==> src/rtl/uart_tx_serial_8n1_if.sv <==
// Handshake bundle between the send-data control unit (master) and the
// 8N1 UART transmitter (slave).
interface uart_tx_serial_8n1_if;
  logic       iniciar_transmissao;
  logic [7:0] dados;
  logic       saida_serial;
  logic       ocupado;
  logic       acabou_transmissao;
  logic [3:0] db_estado;

  modport master (
    output iniciar_transmissao,
    output dados,
    input  saida_serial,
    input  ocupado,
    input  acabou_transmissao,
    input  db_estado
  );

  modport slave (
    input  iniciar_transmissao,
    input  dados,
    output saida_serial,
    output ocupado,
    output acabou_transmissao,
    output db_estado
  );
endinterface

==> src/rtl/uart_tx_serial_8n1.sv <==
// Serial UART transmitter: start bit, 8 data bits LSB first, optional parity,
// 1 or 2 stop bits. All outputs come straight from flops.
module uart_tx_serial_8n1 #(
  parameter int CLKS_PER_BIT = 434,
  parameter int PARITY       = 0,
  parameter int STOP_BITS    = 1
) (
  input logic                 clock,
  input logic                 reset,
  uart_tx_serial_8n1_if.slave bus
);

  localparam int TW = (CLKS_PER_BIT > 1) ? $clog2(CLKS_PER_BIT) : 1;
  localparam logic [TW-1:0] TICK_LAST = TW'(CLKS_PER_BIT - 1);
  localparam logic [TW-1:0] TICK_ONE  = TW'(1);
  localparam logic [2:0]    LAST_STOP = 3'(STOP_BITS - 1);

  localparam logic [2:0] REPOUSO  = 3'd0;
  localparam logic [2:0] INICIO   = 3'd1;
  localparam logic [2:0] DADOS    = 3'd2;
  localparam logic [2:0] PARIDADE = 3'd3;
  localparam logic [2:0] PARADA   = 3'd4;
  localparam logic [2:0] FINAL    = 3'd5;

  logic [2:0]    r_state;
  logic [TW-1:0] r_tick;
  logic [2:0]    r_bitIdx;
  logic [7:0]    r_shift;
  logic          r_parity;
  logic          r_saida;
  logic          r_ocupado;
  logic          r_acabou;

  logic w_bitEnd;
  logic w_parityIn;

  assign w_bitEnd   = (r_tick == TICK_LAST);
  assign w_parityIn = (PARITY == 2) ? ~^bus.dados : ^bus.dados;

  // Output registers are loaded with the value of the state being entered,
  // so the line changes on the same edge as the state.
  always_ff @(posedge clock) begin
    if (reset) begin
      r_state   <= REPOUSO;
      r_tick    <= '0;
      r_bitIdx  <= '0;
      r_shift   <= '0;
      r_parity  <= 1'b0;
      r_saida   <= 1'b1;
      r_ocupado <= 1'b0;
      r_acabou  <= 1'b0;
    end else begin
      case (r_state)
        REPOUSO: begin
          if (bus.iniciar_transmissao) begin
            r_shift   <= bus.dados;
            r_parity  <= w_parityIn;
            r_state   <= INICIO;
            r_saida   <= 1'b0;
            r_ocupado <= 1'b1;
            r_tick    <= '0;
            r_bitIdx  <= '0;
          end
        end
        INICIO: begin
          if (w_bitEnd) begin
            r_tick  <= '0;
            r_state <= DADOS;
            r_saida <= r_shift[0];
          end else begin
            r_tick <= r_tick + TICK_ONE;
          end
        end
        DADOS: begin
          if (w_bitEnd) begin
            r_tick   <= '0;
            r_shift  <= {1'b0, r_shift[7:1]};
            r_bitIdx <= r_bitIdx + 3'd1;
            if (r_bitIdx == 3'd7) begin
              if (PARITY != 0) begin
                r_state <= PARIDADE;
                r_saida <= r_parity;
              end else begin
                r_state <= PARADA;
                r_saida <= 1'b1;
              end
            end else begin
              r_saida <= r_shift[1];
            end
          end else begin
            r_tick <= r_tick + TICK_ONE;
          end
        end
        PARIDADE: begin
          if (w_bitEnd) begin
            r_tick  <= '0;
            r_state <= PARADA;
            r_saida <= 1'b1;
          end else begin
            r_tick <= r_tick + TICK_ONE;
          end
        end
        // The bit index wrapped to zero after data bit 7 and now counts stop bits.
        PARADA: begin
          if (w_bitEnd) begin
            r_tick <= '0;
            if (r_bitIdx == LAST_STOP) begin
              r_state   <= FINAL;
              r_ocupado <= 1'b0;
              r_acabou  <= 1'b1;
              r_bitIdx  <= '0;
            end else begin
              r_bitIdx <= r_bitIdx + 3'd1;
            end
          end else begin
            r_tick <= r_tick + TICK_ONE;
          end
        end
        FINAL: begin
          r_state  <= REPOUSO;
          r_acabou <= 1'b0;
        end
        default: begin
          r_state   <= REPOUSO;
          r_tick    <= '0;
          r_bitIdx  <= '0;
          r_saida   <= 1'b1;
          r_ocupado <= 1'b0;
          r_acabou  <= 1'b0;
        end
      endcase
    end
  end

  assign bus.saida_serial       = r_saida;
  assign bus.ocupado            = r_ocupado;
  assign bus.acabou_transmissao = r_acabou;
  assign bus.db_estado          = {1'b0, r_state};

endmodule

==> src/flat_wrapper.sv <==
// flat-port wrapper written by rule: the top's interface ports become plain ports
module uart_tx_serial_8n1_flat 
#(
  parameter int CLKS_PER_BIT = 434,
  parameter int PARITY       = 0,
  parameter int STOP_BITS    = 1
)
  (clock, reset, bus_iniciar_transmissao, bus_dados, bus_saida_serial, bus_ocupado, bus_acabou_transmissao, bus_db_estado);
  uart_tx_serial_8n1_if bus_i ();
  input logic clock;
  input logic reset;
  input wire logic [$bits(bus_i.iniciar_transmissao)-1:0] bus_iniciar_transmissao;
  input wire logic [$bits(bus_i.dados)-1:0] bus_dados;
  output wire logic [$bits(bus_i.saida_serial)-1:0] bus_saida_serial;
  output wire logic [$bits(bus_i.ocupado)-1:0] bus_ocupado;
  output wire logic [$bits(bus_i.acabou_transmissao)-1:0] bus_acabou_transmissao;
  output wire logic [$bits(bus_i.db_estado)-1:0] bus_db_estado;
  assign bus_i.iniciar_transmissao = bus_iniciar_transmissao;
  assign bus_i.dados = bus_dados;
  assign bus_saida_serial = bus_i.saida_serial;
  assign bus_ocupado = bus_i.ocupado;
  assign bus_acabou_transmissao = bus_i.acabou_transmissao;
  assign bus_db_estado = bus_i.db_estado;
  uart_tx_serial_8n1 #(.CLKS_PER_BIT(CLKS_PER_BIT), .PARITY(PARITY), .STOP_BITS(STOP_BITS)) u_core (.clock(clock), .reset(reset), .bus(bus_i));
endmodule
==> config.mk <==
export PLATFORM = sky130hd
export DESIGN_NAME = uart_tx_serial_8n1_flat
export DESIGN_NICKNAME = d
export VERILOG_FILES = /design/src/rtl/uart_tx_serial_8n1_if.sv /design/src/rtl/uart_tx_serial_8n1.sv /design/src/flat_wrapper.sv
export SDC_FILE = /design/constraint.sdc
export NUM_CORES = 1
export LEC_CHECK = 0
export ABC_AREA = 1
export CORE_MARGIN = 1
export CORE_UTILIZATION = 54
export DETAILED_ROUTE_END_ITERATION = 12
export PLACE_DENSITY = 0.78
export REMOVE_ABC_BUFFERS = 1
export SLEW_MARGIN = 20
export SYNTH_ARGS = -nofsm -noshare
export SYNTH_HDL_FRONTEND = slang
export SYNTH_SLANG_ARGS = --single-unit
==> constraint.sdc <==
create_clock -name clock -period 1.95 [get_ports clock]
set_clock_uncertainty 0.2 [all_clocks]
set_input_delay 0.585 -clock clock [delete_from_list [all_inputs] [get_ports clock]]
set_output_delay 0.585 -clock clock [all_outputs]
set_load 0.02 [all_outputs]
==> impl_metrics.tcl <==
set metrics [dict create \
    design.portCount 18 \
    power.total_w 0.00295 \
    port-buffer-count 16 \
    path_clk_slew_ps 140 \
    grt_start_max_net_pins 14 \
    critical-path-top-delay-family "flip-flops" \
    timing.fmax_ghz 0.540 \
    dpl.hpwl_um 2220 \
    power_per_cell_area_nw_per_um2 1680 \
    antenna-diode-count 0 \
    drt-vias-per-instance 4.92 \
    coreArea_sq_um 2520 \
    cts.root.buffer_cell "sky130_fd_sc_hd__clkbuf_4" \
    number_of_nets_in_the_finished_design 271 \
    leakage_nw 0.836 \
    worst_ep_required_time_ps 1160 \
    layout.cells.most_common "sky130_fd_sc_hd__nand2_1" \
    multi_input_gate_area_in_the_final_layout_sq_um 835 \
    max_slew_violation_count 0 \
    final-seq-area_sq_um 520 \
    floorplan.die.width_um 54.1 \
    r2r.worst_path.cells 11 \
    num_rows 18 \
    htreeDepth 1 \
    initial_utilization_pct 58.2 \
    synth-seq-cells 26 \
    synth_seq_area_share_pct 35.5 \
    crit_path_start "u_core.r_state[1]" \
    initial_antenna_violation_count 0 \
    cp_cell_sequence "dlygate4sd2_1" \
    areaGrowthSynthToFinish_pct 19.6 \
    gp_congestion 0.961 \
    rr_endpoint "u_core.r_state[2]" \
    aggregate_global_routing_overflow 0 \
    critPathKind "reg -> out" \
    tritoncts "built" \
    critical-path-slowest-cell "sky130_fd_sc_hd__dfxtp_1" \
    fraction_of_synthesized_cell_area_taken_by_the_top_area_cell_type_pct 35.5 \
    period_share_pct 94.9 \
    floorplan.die_area_sq_um 2930 \
    vias_in_the_first_global_route 1129 \
    critical_path.n_buffers_inverters 1 \
    setup_repair_after_global_routing_missed_its_margin "false" \
    irDropWorstVdd_mv 1.38 \
    synth.lib_cells_used.distinct 28 \
    dr_total_vias 1391 \
    post_synth_inst_count 225 \
    hold_ws_ps 280 \
    cts.sinks 26 \
    synth.avg_cell_area_sq_um 6.52 \
    worst-endpoint-arrival_ps 1070 \
    layout_filler_cell_count 229 \
    timing.final.crit_period_ps 1850 \
    synth-edff-count 0 \
    layout_cell_share_with_drive_strength_beyond_1_pct 15.8 \
    max_cap_violations 0 \
    drt-initial-drc-count 36 \
    worst_setup_path_endpoint "bus_db_estado[1]" \
    cts_buffers 3 \
    synth-warning-count 0 \
    worstSetupPathDepth 1 \
    ys_async_sr_fraction_pct 0 \
    final_number_of_setup_violating_endpoints 0 \
    critical_path.reg2reg.startpoint "u_core.r_state[1]" \
    clk_latency_ps 320 \
    post_synth_instance_area_sq_um 1470 \
    largest_stage_delay_worst_path_ps 400 \
    min_path_type "reg -> reg" \
    routed_wirelength_um 2900 \
    postCtsHoldBufs 0 \
    cts_setup_buffers 0 \
    final_cells 283 \
    drt-wirelength-per-cell_um 10.3 \
    ant_nets 0 \
    placed_instance_count 280 \
    synthFlopType "sky130_fd_sc_hd__dfxtp_1" \
    crit_path_max_fanout 4 \
    first_pass_iters 4 \
    endpoint_kind "primary output" \
    worstSetupStartpointType "flip-flop" \
    hold_viol_final 0 \
    number_of_drc_violations_after_detailed_routing 0 \
    setup.reg_to_reg.worst_slack_ps 170 \
    die_h_um 54.1 \
    netlist.top_cell.by_area "sky130_fd_sc_hd__dfxtp_1" \
    status "completed" \
    synth_area_leaders "sky130_fd_sc_hd__dfxtp_1 (35%), sky130_fd_sc_hd__nand2_1 (17%), sky130_fd_sc_hd__nor2_1 (11%)" \
    grt_util_all_layers_pct 22.1 \
    global_route_wire_length_before_repair_um 4710 \
    final_cell_mix "sky130_fd_sc_hd__nand2_1 (65), sky130_fd_sc_hd__nor2_1 (41), sky130_fd_sc_hd__dfxtp_1 (26), sky130_fd_sc_hd__inv_1 (15), sky130_fd_sc_hd__o21ai_0 (14)" \
    clock_tree.buffer_depth 2 \
]
[per-stage QoR]
step	area, sq um	TNS [ps]	worst slack (ps)	utilization [%]
final	1760	0	99.5	69.6
after global routing	1760	0	21.2	69.6
after detailed placement	1730	-1060	-104	68.7
after floorplan	1440	0	163	-
after global placement	1730	-1060	-94.0	68.7
after CTS	1750	0	92.6	69.3
[worst min path at each step]
stage                       startpoint                       to  slack (ps)  cells past startpoint
2_1_floorplan         u_core.r_tick[5]         u_core.r_tick[5]         240                      2
3_3_place_gp   u_core.bus.saida_serial  u_core.bus.saida_serial         260                      2
3_5_place_dp   u_core.bus.saida_serial  u_core.bus.saida_serial         260                      2
4_1_cts        u_core.bus.saida_serial  u_core.bus.saida_serial         290                      2
5_1_grt        u_core.bus.saida_serial  u_core.bus.saida_serial         300                      2
6_report       u_core.bus.saida_serial  u_core.bus.saida_serial         280                      2
[state kept, by name, summed over array words and instances (netlist names)]
| name | cells |
|---|---|
| u_core.bus.saida_serial | 1 |
| u_core.r_state | 3 |
| u_core.bus.acabou_transmissao | 1 |
| u_core.r_shift | 8 |
| u_core.bus.ocupado | 1 |
| u_core.r_bitIdx | 3 |
| u_core.r_tick | 9 |
[timing repair]
item	4_1_cts	5_1_grt
cloned	0	0
resized for setup	6	3
endpoints found under the setup margin	6	6
[cells in the mapped netlist, types with 2 or more instances]
cell type,n
sky130_fd_sc_hd__ha_1,5
sky130_fd_sc_hd__a31oi_1,2
sky130_fd_sc_hd__nor3_1,2
sky130_fd_sc_hd__nor2_2,4
sky130_fd_sc_hd__dfxtp_1,26
sky130_fd_sc_hd__nand3_1,12
sky130_fd_sc_hd__o21ai_0,14
sky130_fd_sc_hd__a21oi_1,9
sky130_fd_sc_hd__nor2_1,42
sky130_fd_sc_hd__nand2_2,4
sky130_fd_sc_hd__nand2_4,2
sky130_fd_sc_hd__buf_4,2
sky130_fd_sc_hd__nand2_1,67
sky130_fd_sc_hd__inv_1,15
sky130_fd_sc_hd__inv_2,5
sky130_fd_sc_hd__xnor2_1,2
[layout make-up]
cell class	instances	share of cell area (%)
tap	30	2.14
inverter	22	5.13
clock buffer	3	1.28
sequential	26	29.7
timing repair buffer	29	14.3
multi-input combinational	173	47.5
[cells by family (layout without fill, tap and decap cells)]
family | count (synthesis) | after routing | synth area share, %
AOI/OAI and AO/OA | 28 | 28 | 10.9
xor gates and xnor gates | 2 | 2 | 1.19
adders and majority gates | 5 | 5 | 4.26
buffers and inverters | 26 | 54 | 8.18
DFF | 26 | 26 | 35.5
other | 1 | 1 | 0.256
and+or+nand+nor | 137 | 137 | 39.7
[report_power, final]
part,switching (W),internal [W]
logic,0.00120,0.000718
registers,0.0000935,0.000715
clock network,0.000154,0.0000723
[per-layer routing]
layer | up-vias | wire (um) | GRT usage (%)
met4 | 0 | 40 | 8.97
met5 | - | 0 | 0
met2 | 28 | 1250 | 36.2
li1 | 758 | - | -
met1 | 601 | 1530 | 29.1
met3 | 4 | 85 | 2.54
Note: power is estimated with default switching activity, not from simulation.
